File: config.mk
export PLATFORM = sky130hd
export DESIGN_NAME = pipeline_hazard_unit
export DESIGN_NICKNAME = d
export VERILOG_FILES = /design/src/rtl/pipeline_hazard_unit_pkg.sv /design/src/rtl/pipeline_hazard_unit_fwd_select.sv /design/src/rtl/pipeline_hazard_unit.sv
export SDC_FILE = /design/constraint.sdc
export NUM_CORES = 1
export LEC_CHECK = 0
export CAP_MARGIN = 20
export CORE_ASPECT_RATIO = 0.9
export CORE_MARGIN = 10
export CORE_UTILIZATION = 37
export DETAILED_ROUTE_END_ITERATION = 7
export PLACE_DENSITY = 0.79
export SYNTH_ARGS = -nofsm -noshare
export SYNTH_HDL_FRONTEND = slang
export SYNTH_SLANG_ARGS = --single-unit
File: constraint.sdc
create_clock -name clk -period 2.3 [get_ports clk]
set_input_delay 0.46 -clock clk [delete_from_list [all_inputs] [get_ports clk]]
set_output_delay 0.46 -clock clk [all_outputs]
set_load 0.01 [all_outputs]
File: src/rtl/pipeline_hazard_unit_pkg.sv
// +----------------------------------------------------------------------------+
// | pipeline_hazard_unit_pkg : shared types and constants for the hazard unit  |
// | Rev 1.0                                                                    |
// +----------------------------------------------------------------------------+
`default_nettype none

package pipeline_hazard_unit_pkg;

    localparam int C_DEF_XLEN     = 32;
    localparam int C_DEF_RA_W     = 5;
    localparam int C_DEF_NSTG     = 3;
    localparam int C_DEF_LOAD_STG = 1;
    localparam int C_DEF_CNT_W    = 32;

    localparam int C_STG_EX  = 0;
    localparam int C_STG_MEM = 1;
    localparam int C_STG_WB  = 2;

    // Scoreboard rd is stored at a fixed maximum width; narrower RA_W is zero-extended.
    localparam int C_SB_RA_W = 8;

    typedef logic [C_SB_RA_W-1:0] sb_rd_t;

    typedef struct packed {
        logic   v;
        sb_rd_t rd;
        logic   we;
        logic   ld;
    } sb_entry_t;

    localparam sb_entry_t C_SB_BUBBLE = '0;

    function automatic logic sb_produces(input sb_entry_t e, input sb_rd_t r);
        return e.v & e.we & (e.rd != '0) & (e.rd == r);
    endfunction

endpackage

`default_nettype wire

File: src/rtl/pipeline_hazard_unit_fwd_select.sv
// +----------------------------------------------------------------------------+
// | pipeline_hazard_unit_fwd_select : lowest-index producer match for one src  |
// | Rev 1.0                                                                    |
// +----------------------------------------------------------------------------+
`default_nettype none

module pipeline_hazard_unit_fwd_select
    import pipeline_hazard_unit_pkg::*;
#(
    parameter int NSTG  = C_DEF_NSTG,
    parameter int RA_W  = C_DEF_RA_W,
    parameter int IDX_W = (NSTG > 1) ? $clog2(NSTG) : 1
) (
    input  sb_entry_t [NSTG-1:0] i_sb,
    input  logic [RA_W-1:0]      i_ra,
    output logic                 o_hit,
    output logic [IDX_W-1:0]     o_idx,
    output logic                 o_ld
);

    // Walk from oldest to youngest so the youngest producer is the last one written.
    always_comb begin
        o_hit = 1'b0;
        o_idx = '0;
        o_ld  = 1'b0;
        for (int k = NSTG - 1; k >= 0; k--) begin
            if (sb_produces(i_sb[k], sb_rd_t'(i_ra))) begin
                o_hit = 1'b1;
                o_idx = IDX_W'(k);
                o_ld  = i_sb[k].ld;
            end
        end
    end

endmodule

`default_nettype wire

File: src/rtl/pipeline_hazard_unit.sv
// +----------------------------------------------------------------------------+
// | pipeline_hazard_unit : operand forwarding, load-use stall and flush control|
// | Rev 1.0                                                                    |
// +----------------------------------------------------------------------------+
`default_nettype none

module pipeline_hazard_unit
    import pipeline_hazard_unit_pkg::*;
#(
    parameter int XLEN     = C_DEF_XLEN,
    parameter int RA_W     = C_DEF_RA_W,
    parameter int NSTG     = C_DEF_NSTG,
    parameter int LOAD_STG = C_DEF_LOAD_STG,
    parameter int CNT_W    = C_DEF_CNT_W
) (
    input  logic                 clk,
    input  logic                 rst,
    input  logic                 id_valid_i,
    input  logic [RA_W-1:0]      id_rs1_i,
    input  logic [RA_W-1:0]      id_rs2_i,
    input  logic                 id_rs1_re_i,
    input  logic                 id_rs2_re_i,
    input  logic [RA_W-1:0]      id_rd_i,
    input  logic                 id_we_i,
    input  logic                 id_is_load_i,
    input  logic [XLEN-1:0]      rf_rd1_i,
    input  logic [XLEN-1:0]      rf_rd2_i,
    input  logic [NSTG*XLEN-1:0] stg_data_i,
    input  logic                 ex_busy_i,
    input  logic                 ex_redirect_i,
    output logic [XLEN-1:0]      opA_o,
    output logic [XLEN-1:0]      opB_o,
    output logic                 stall_o,
    output logic                 flush_o,
    output logic [CNT_W-1:0]     stall_cnt_o,
    output logic [CNT_W-1:0]     flush_cnt_o
);

    localparam int C_IDX_W = (NSTG > 1) ? $clog2(NSTG) : 1;

    sb_entry_t [NSTG-1:0] r_sb;
    logic [CNT_W-1:0]     r_stall_cnt;
    logic [CNT_W-1:0]     r_flush_cnt;

    logic [XLEN-1:0]      w_stg [NSTG];
    logic                 w_hit_a, w_hit_b;
    logic                 w_ld_a, w_ld_b;
    logic [C_IDX_W-1:0]   w_idx_a, w_idx_b;
    logic                 w_hz_a, w_hz_b;
    logic                 w_load_use;
    logic                 w_stall;
    logic                 w_flush;
    logic                 w_accept;
    sb_entry_t            w_id_entry;
    sb_entry_t            w_s0_next;

    generate
        for (genvar k = 0; k < NSTG; k++) begin : g_stg
            assign w_stg[k] = stg_data_i[k*XLEN +: XLEN];
        end
    endgenerate

    pipeline_hazard_unit_fwd_select #(
        .NSTG  (NSTG),
        .RA_W  (RA_W),
        .IDX_W (C_IDX_W)
    ) u_fwd_rs1 (
        .i_sb  (r_sb),
        .i_ra  (id_rs1_i),
        .o_hit (w_hit_a),
        .o_idx (w_idx_a),
        .o_ld  (w_ld_a)
    );

    pipeline_hazard_unit_fwd_select #(
        .NSTG  (NSTG),
        .RA_W  (RA_W),
        .IDX_W (C_IDX_W)
    ) u_fwd_rs2 (
        .i_sb  (r_sb),
        .i_ra  (id_rs2_i),
        .o_hit (w_hit_b),
        .o_idx (w_idx_b),
        .o_ld  (w_ld_b)
    );

    // A load only hazards while its data has not yet reached a forwardable stage.
    assign w_hz_a     = id_rs1_re_i & w_hit_a & w_ld_a & (int'(w_idx_a) < LOAD_STG);
    assign w_hz_b     = id_rs2_re_i & w_hit_b & w_ld_b & (int'(w_idx_b) < LOAD_STG);
    assign w_load_use = id_valid_i & (w_hz_a | w_hz_b);

    assign w_stall = ex_busy_i | (w_load_use & ~ex_redirect_i);
    assign w_flush = ex_redirect_i & ~ex_busy_i;

    assign opA_o = (id_rs1_re_i & w_hit_a) ? w_stg[w_idx_a] : rf_rd1_i;
    assign opB_o = (id_rs2_re_i & w_hit_b) ? w_stg[w_idx_b] : rf_rd2_i;

    assign stall_o     = w_stall;
    assign flush_o     = w_flush;
    assign stall_cnt_o = r_stall_cnt;
    assign flush_cnt_o = r_flush_cnt;

    assign w_accept   = id_valid_i & ~w_stall & ~w_flush;
    assign w_id_entry = '{v: 1'b1, rd: sb_rd_t'(id_rd_i), we: id_we_i, ld: id_is_load_i};
    assign w_s0_next  = w_accept ? w_id_entry : C_SB_BUBBLE;

    // While EX is busy its entry stays put and a bubble opens up behind it.
    always_ff @(posedge clk) begin
        if (rst) begin
            r_sb <= '0;
        end else if (!ex_busy_i) begin
            r_sb[0] <= w_s0_next;
            for (int k = 1; k < NSTG; k++) begin
                r_sb[k] <= r_sb[k-1];
            end
        end else begin
            for (int k = 1; k < NSTG; k++) begin
                r_sb[k] <= (k == 1) ? C_SB_BUBBLE : r_sb[k-1];
            end
        end
    end

    always_ff @(posedge clk) begin
        if (rst) begin
            r_stall_cnt <= '0;
            r_flush_cnt <= '0;
        end else begin
            if (w_stall && (r_stall_cnt != '1)) begin
                r_stall_cnt <= r_stall_cnt + CNT_W'(1);
            end
            if (w_flush && (r_flush_cnt != '1)) begin
                r_flush_cnt <= r_flush_cnt + CNT_W'(1);
            end
        end
    end

endmodule

`default_nettype wire

==> results <==
- The area of the core is 16800 um^2.
- Setup repair after global routing could not meet its margin everywhere.
- Routability-driven placement finished with a final weighted congestion of 0.978.
- The post-detailed-route count of antenna-violating nets is 0.
- The count of maximum capacitance violations is 0.
- The internal cell power is 2940 uW.
- By area the synthesized netlist is led by dfxtp_1, o2bb2ai_1, a211oi_1.
- Once layout is complete, the utilization of the core stands at 77.1%.
- After detailed routing, no signal wire sits above met5.
- Summing over every cut layer, the via total after detailed routing is 8750.
- The total number of yosys warnings is 0.
- Across the whole layout, storage elements account for 1750 um^2.
- In this run the deepest clock path goes through 2 buffers.
- The area share of the largest cell type after synthesis is 27.3%.
- The power density over the cells is 308 nW/um^2.
- The via count of the first global-routing pass is 8544.
- The number of enable flip-flop cells after synthesis is 0.
- Ranked by instance count, the synthesized netlist is headed by dfxtp_1, and3_1, a211oi_1.
- After layout, the worst setup slack is -873 ps.
- The tightest min-delay check is of the reg2reg type.
- Detailed placement ended at an HPWL of 22900 um.
- Summed over all layers, the global routing overflow is 0.
- In this run the critical register-to-register path is captured at stall_cnt_o[11].
- The global-route wire length before repair is 49100 um.
- Of the total power, combinational logic draws 23.7%.
- The largest fanout on the critical path is 7.
- Dividing the detail-routed via count by the number of cells gives 6.05.
- The post-route netlist has 42.7% of its cells at a drive strength greater than 1.
- The routed length on met1 is 13000 um.
- The number of clock sinks is 86.
- The number of hold violations in the final report is 0.
- The number of distinct library cells after synthesis is 47.
- The smallest clock period supported by the final layout is computed as 3170 ps.
- The final number of setup-violating endpoints is 94.
- In this run switching power makes up 26.1% of total power.
- The clock latency reported for the late side of the worst-skew pair is 340 ps.
- The clock tree skew after final layout is 9.03 ps.
- Summed over all nets, the switching power comes to 1040 uW.
- After the first detailed-routing iteration, the DRC count stood at 513.
- The average cell area after synthesis is 7.87 um^2.
- The CTS tree is done.
- The number of storage elements in the synthesis netlist is 86.
- The most common cell in the synthesized netlist is dfxtp_1.
- The max-slew violation count was 0.
- The overall routing resource usage is 27.3%.
- The hold buffer count at CTS is 0.
- The effective utilization at floorplan is 37.6%.
- The launch point of the worst reg-to-reg path is r_sb[5].
- The level count of the clock H-tree is 3.
- The DRC violations left is 0.
- The final reports fail on negative setup slack.
- Pin placement for this block handled 314 I/O pins.
- The root buffer cell is clkbuf_16.
- Entering global routing, the biggest net connects 49 pins.
- The footprint of the multi-input gates is 5920 um^2.
- After clock tree synthesis, the clock-pin slew on the worst setup and hold paths is 70 ps.
- The length in cells of the worst reg-to-reg path is 10.
- The power after layout is 3980 uW.
- In the final routed layout, each cell accounts on average for 25.4 um.
- The floorplan die area is 22700 um^2.
- Per report_power, the sequential group accounts for 37.9% of the total.
- The post-route worst hold slack is 462 ps.
- The worst setup path startpoint is r_sb[26].
- The die width is 158 um.
- The critical setup path kind is reg2out.
- The total of buffers placed on input and output ports is 313.
- Based on the critical path, the design can be clocked at up to 0.315 GHz.
- The measured slew at the worst slew-check pin is 709 ps.
- The number of buffers inserted during clock tree synthesis is 9.
- Counting instances, the worst hold path has a depth of 1.
- For hold timing, the worst endpoint is r_sb[23].
- The sequential share of the synthesized area is 27.3%.
- After synthesis the cells add up to 6310 um^2.
- The relative max-transition margin is 52.7%.
- The critical path required time is 1840 ps.
- The number of nets in the layout is 1406.
- The clock network fraction of total power is 38.4%.
- The run finished, with violations left.
- The total wirelength of the detailed-routed design is 36700 um.
- In the synthesized netlist the dominant register cell turns out to be dfxtp_1.
- After floorplanning, the core was divided into 45 placement rows.
- Across the VDD grid, the largest voltage drop is 400 uV.
- For this run, the detailed router's first-pass iteration total came to 6.
- Setup slack on the worst reg-to-reg path comes out at -200 ps.
- Counting every net in the synthesized netlist gives 987.
- The start point of the worst min-delay path is r_sb[12].
- The final-layout fill cell count is 1047.
- The amount of wire on met2 after detailed routing is 17800 um.
- The y dimension of the die is 144 um.
- The critical path arrival is 2710 ps.
- Summed over all nets, wire length on met3 after detailed routing comes to 3810 um.
- The initial antenna violation count is 10.
- The total leakage power is 0.00491 uW.
- The layout overhead on the synthesized area is 105%.
- The proportion of register bits with asynchronous set or reset after synthesis is 0%.
- After layout, the worst path uses 138% of the clock period.
- The biggest area contributor in the post-synthesis netlist is dfxtp_1.
- STA classifies the critical path startpoint as a flip-flop.
- The post-synthesis instance total is 801.
- The worst setup path is captured at an output port.
==> worst max-delay path, cell delays in order, from the launching register on <==
cell and delay (ps):
dfxtp_1 310, or4_1 510, o211ai_1 280, buf_4 180
nor4_4 50, buf_4 140, and2_4 180, buf_6 140
buf_4 130, a211oi_4 240, o2bb2ai_2 70, buf_2 140
==> cells in the final DEF (no fill, tap or decap), types with 15 or more instances in the layout <==
cell             Yosys  final
buf_2               10     59
clkbuf_16            0     15
buf_4                6     80
buf_6                1     55
nor2_1              63     59
dfxtp_1             86     76
nand3_1             25     23
o21ai_2              2     45
nand4_1             23     23
buf_12               0     18
xor2_1              40     33
and3_1              69     67
o2bb2ai_2            0     56
o21ai_1             56     18
nor2b_1             19     19
nand2_1             33     28
clkdlybuf4s50_1      0    236
a211oi_4             0     18
xnor2_1             19     15
a211oi_2             0     46
==> power groups by stage <==
stage                     Sequential [uW]  Clock [uW]  Combinational, uW
after floorplan                      1550           0                261
after global placement               1550           0                840
after detailed placement             1550           0                846
after CTS                            1510        1540                858
after global routing                 1510        1620                989
final                                1510        1530                945
==> layer usage <==
layer | vias to the layer above | track usage [%]
met5 | - | 0
li1 | 3861 | -
met1 | 4225 | 29.8
met2 | 524 | 46.2
met4 | 2 | 13.1
met3 | 138 | 9.56
==> repair_timing <==
item / 4_1_cts / 5_1_grt
cloned: 11 / 7
setup endpoints to repair: 97 / 99
setup buffers: 38 / 17
pin swaps: 67 / 55
gates resized for setup: 441 / 190
==> worst max-delay path by stage <==
stage / endpoint / slack [ps]
floorplan: opB_o[1] / -120
global placement: opB_o[18] / -1360
detailed placement: opB_o[18] / -1380
CTS: opB_o[14] / -840
global route: opA_o[22] / -930
finish: opA_o[18] / -870
==> sequential cells by signal (all words and copies together), names as in the netlist <==
register and flops:
flush_cnt_o 32, stall_cnt_o 32, r_sb 22
==> cell type report <==
class | count | area share [%]
repair buffers | 469 | 35.7
inverters | 13 | 0.396
multi-input cells | 641 | 45.8
diodes | 10 | 0.193
clock buffers | 10 | 1.85
flip-flops and latches | 86 | 13.5
clock inverters | 6 | 0.599
well taps | 211 | 2.04
==> metrics by stage <==
step	setup WS [ps]	std cells	setup TNS, ps	cell area, um^2
after floorplan	-118	801	-6200	6760
after global placement	-1360	1359	-101880	10700
after detailed placement	-1380	1359	-104770	10700
after CTS	-843	1423	-55320	12000
after global routing	-933	1445	-62340	12900
final	-873	1446	-53940	12900
==> logic make-up (layout without fill, tap and decap cells) <==
family                     after synthesis  after routing  synth area share (%)
AOI/OAI and AO/OA                      260            261                  29.1
other                                    0             10                     0
xor gates and xnor gates                59             59                  8.19
muxes                                   11             11                  1.92
adders and majority gates                2              2                 0.397
and+or+nand+nor                        308            308                  28.0
buffers and inverters                   75            498                  5.14
DFF                                     86             86                  27.3
Power figures use the tool's default switching activity.
==> patch, RTL diff (same flow settings) <==
`C_DEF_RA_W`: 5 -> 6.
--- a/src/rtl/pipeline_hazard_unit_pkg.sv
+++ b/src/rtl/pipeline_hazard_unit_pkg.sv
@@ -7,7 +7,7 @@
 package pipeline_hazard_unit_pkg;
 
     localparam int C_DEF_XLEN     = 32;
-    localparam int C_DEF_RA_W     = 5;
+    localparam int C_DEF_RA_W     = 6;
     localparam int C_DEF_NSTG     = 3;
     localparam int C_DEF_LOAD_STG = 1;
     localparam int C_DEF_CNT_W    = 32;
Interface: changed (resized id_rd_i, id_rs1_i and id_rs2_i); port bits go from 314 to 317. The function was not compared with the original's and may differ.
==> patch against the original RTL <==
The flow still finishes with violations (negative setup slack); register-to-register slack got worse by 200 ps; sequential cell count rose by 3; total power fell by 1.8%; area after synthesis fell by 5.4%; routed wire length rose by 2.5%; cell area fell by 5.4%; global-route usage rose by 2.2 points; worst setup slack got worse by 86 ps.
==> patch: results (changes against the original RTL) <==
| Metric | Value |
|---|---|
| Worst Tran Pin Value | `560 ps (-149 ps)` |
| Switch share | `0.281 (+0.0198)` |
| Final HPWL DP | `24.6 mm (+7.2%)` |
| Max rail drop VDD | `0.398 mV (-0.69%)` |
| Compound-cell area share of the yosys netlist | `0.248 (-0.0426)` |
| Largest family of logic cells by synthesized area | `simple AND/OR/NAND/NOR gates` |
| Drt first pass iters | `7 (+1)` |
| Share of cells above drive strength 1 | `0.386 (-0.0407)` |
| Vias in the first global route | `8451 (-1.1%)` |
| Avg WL per Cell | `25.7 µm (+1.3%)` |
| PortBufs | `316 (+0.96%)` |
| Fin nets | `1437 (+2.2%)` |
| Placed insts | `1400 (+3.0%)` |
| Fillers | `965 (-7.8%)` |
| Syn Nets | `985 (-0.20%)` |
| Sequential fraction of the synthesis area | `0.299 (+0.0258)` |
| Violated checks | `negative setup slack` |
| Initial antenna violation count | `11 (+1)` |
| Syn Area/Cell | `7.49 µm² (-4.8%)` |
| Multiplexer share of the synthesized area | `0.00608 (-0.0132)` |
| Leak pwr | `0.00461 µW (-6.2%)` |
| Slowest CP cell | `or4_4` |
| First-pass GRT wire length | `51.1 mm (+4.2%)` |
| Number of setup violations in the final report | `98 (+4.3%)` |
| Post-CTS resize count | `445 (+0.91%)` |
| Status | `finished with violations` |
| Post-route setup slack | `-959 ps (-86.0 ps)` |
| Dpl ws | `-1400 ps (-17.4 ps)` |
patch: changes by cell type after synthesis, sizes merged, moves of 8 or more:
cell | before | now
o21ai | 82 | 10
xor2 | 40 | 32
a211oi | 65 | 1
nand2 | 33 | 97
nor2 | 64 | 125
nand4 | 25 | 17
and3 | 69 | 12
a31oi | 2 | 65
buf | 19 | 7
o221ai | 0 | 64
xnor2 | 19 | 39
o2bb2ai | 64 | 0
patch: routing by layer:
layer  global-route usage  vias to the layer above  wire length (µm)  part of all wire
met3               0.0909                      163              3670             0.098
met5                    0                        -                33           0.00088
met4                0.119                        6              2080             0.055
li1                     -                     3890                 -                 -
met1                0.336                     4222             13700              0.36
met2                0.502                      643             18100              0.48
patch: power by group through the flow:
stage                     registers [µW]  logic, µW  clock network, µW
final                               1560        943               1410
after global routing                1560        980               1470
after CTS                           1560        847               1400
after detailed placement            1590        848                  0
after global placement              1590        842                  0
after floorplan                     1590        239                  0
patch: path summary, 6_finish.rpt:
check | startpoint | endpoint | slack [ps] | cells after the start
max | r_sb[15] | opB_o[18] | -960 | 10
min | r_sb[12] | r_sb[23] | 510 | 1
max reg2reg | r_sb[2] | stall_cnt_o[16] | -400 | 12
min reg2reg | r_sb[12] | r_sb[23] | 510 | 1
patch: cell type report:
| type | count | area [µm²] | area share |
|---|---|---|---|
| clock inverter | 7 | 52.6 | 0.00429 |
| clock buffer | 9 | 225 | 0.0184 |
| timing repair buffer | 498 | 4710 | 0.385 |
| sequential | 89 | 1830 | 0.149 |
| inverter | 15 | 56.3 | 0.00460 |
| antenna | 8 | 20.0 | 0.00163 |
| tap | 202 | 253 | 0.0206 |
| multi-input combinational | 635 | 5100 | 0.417 |
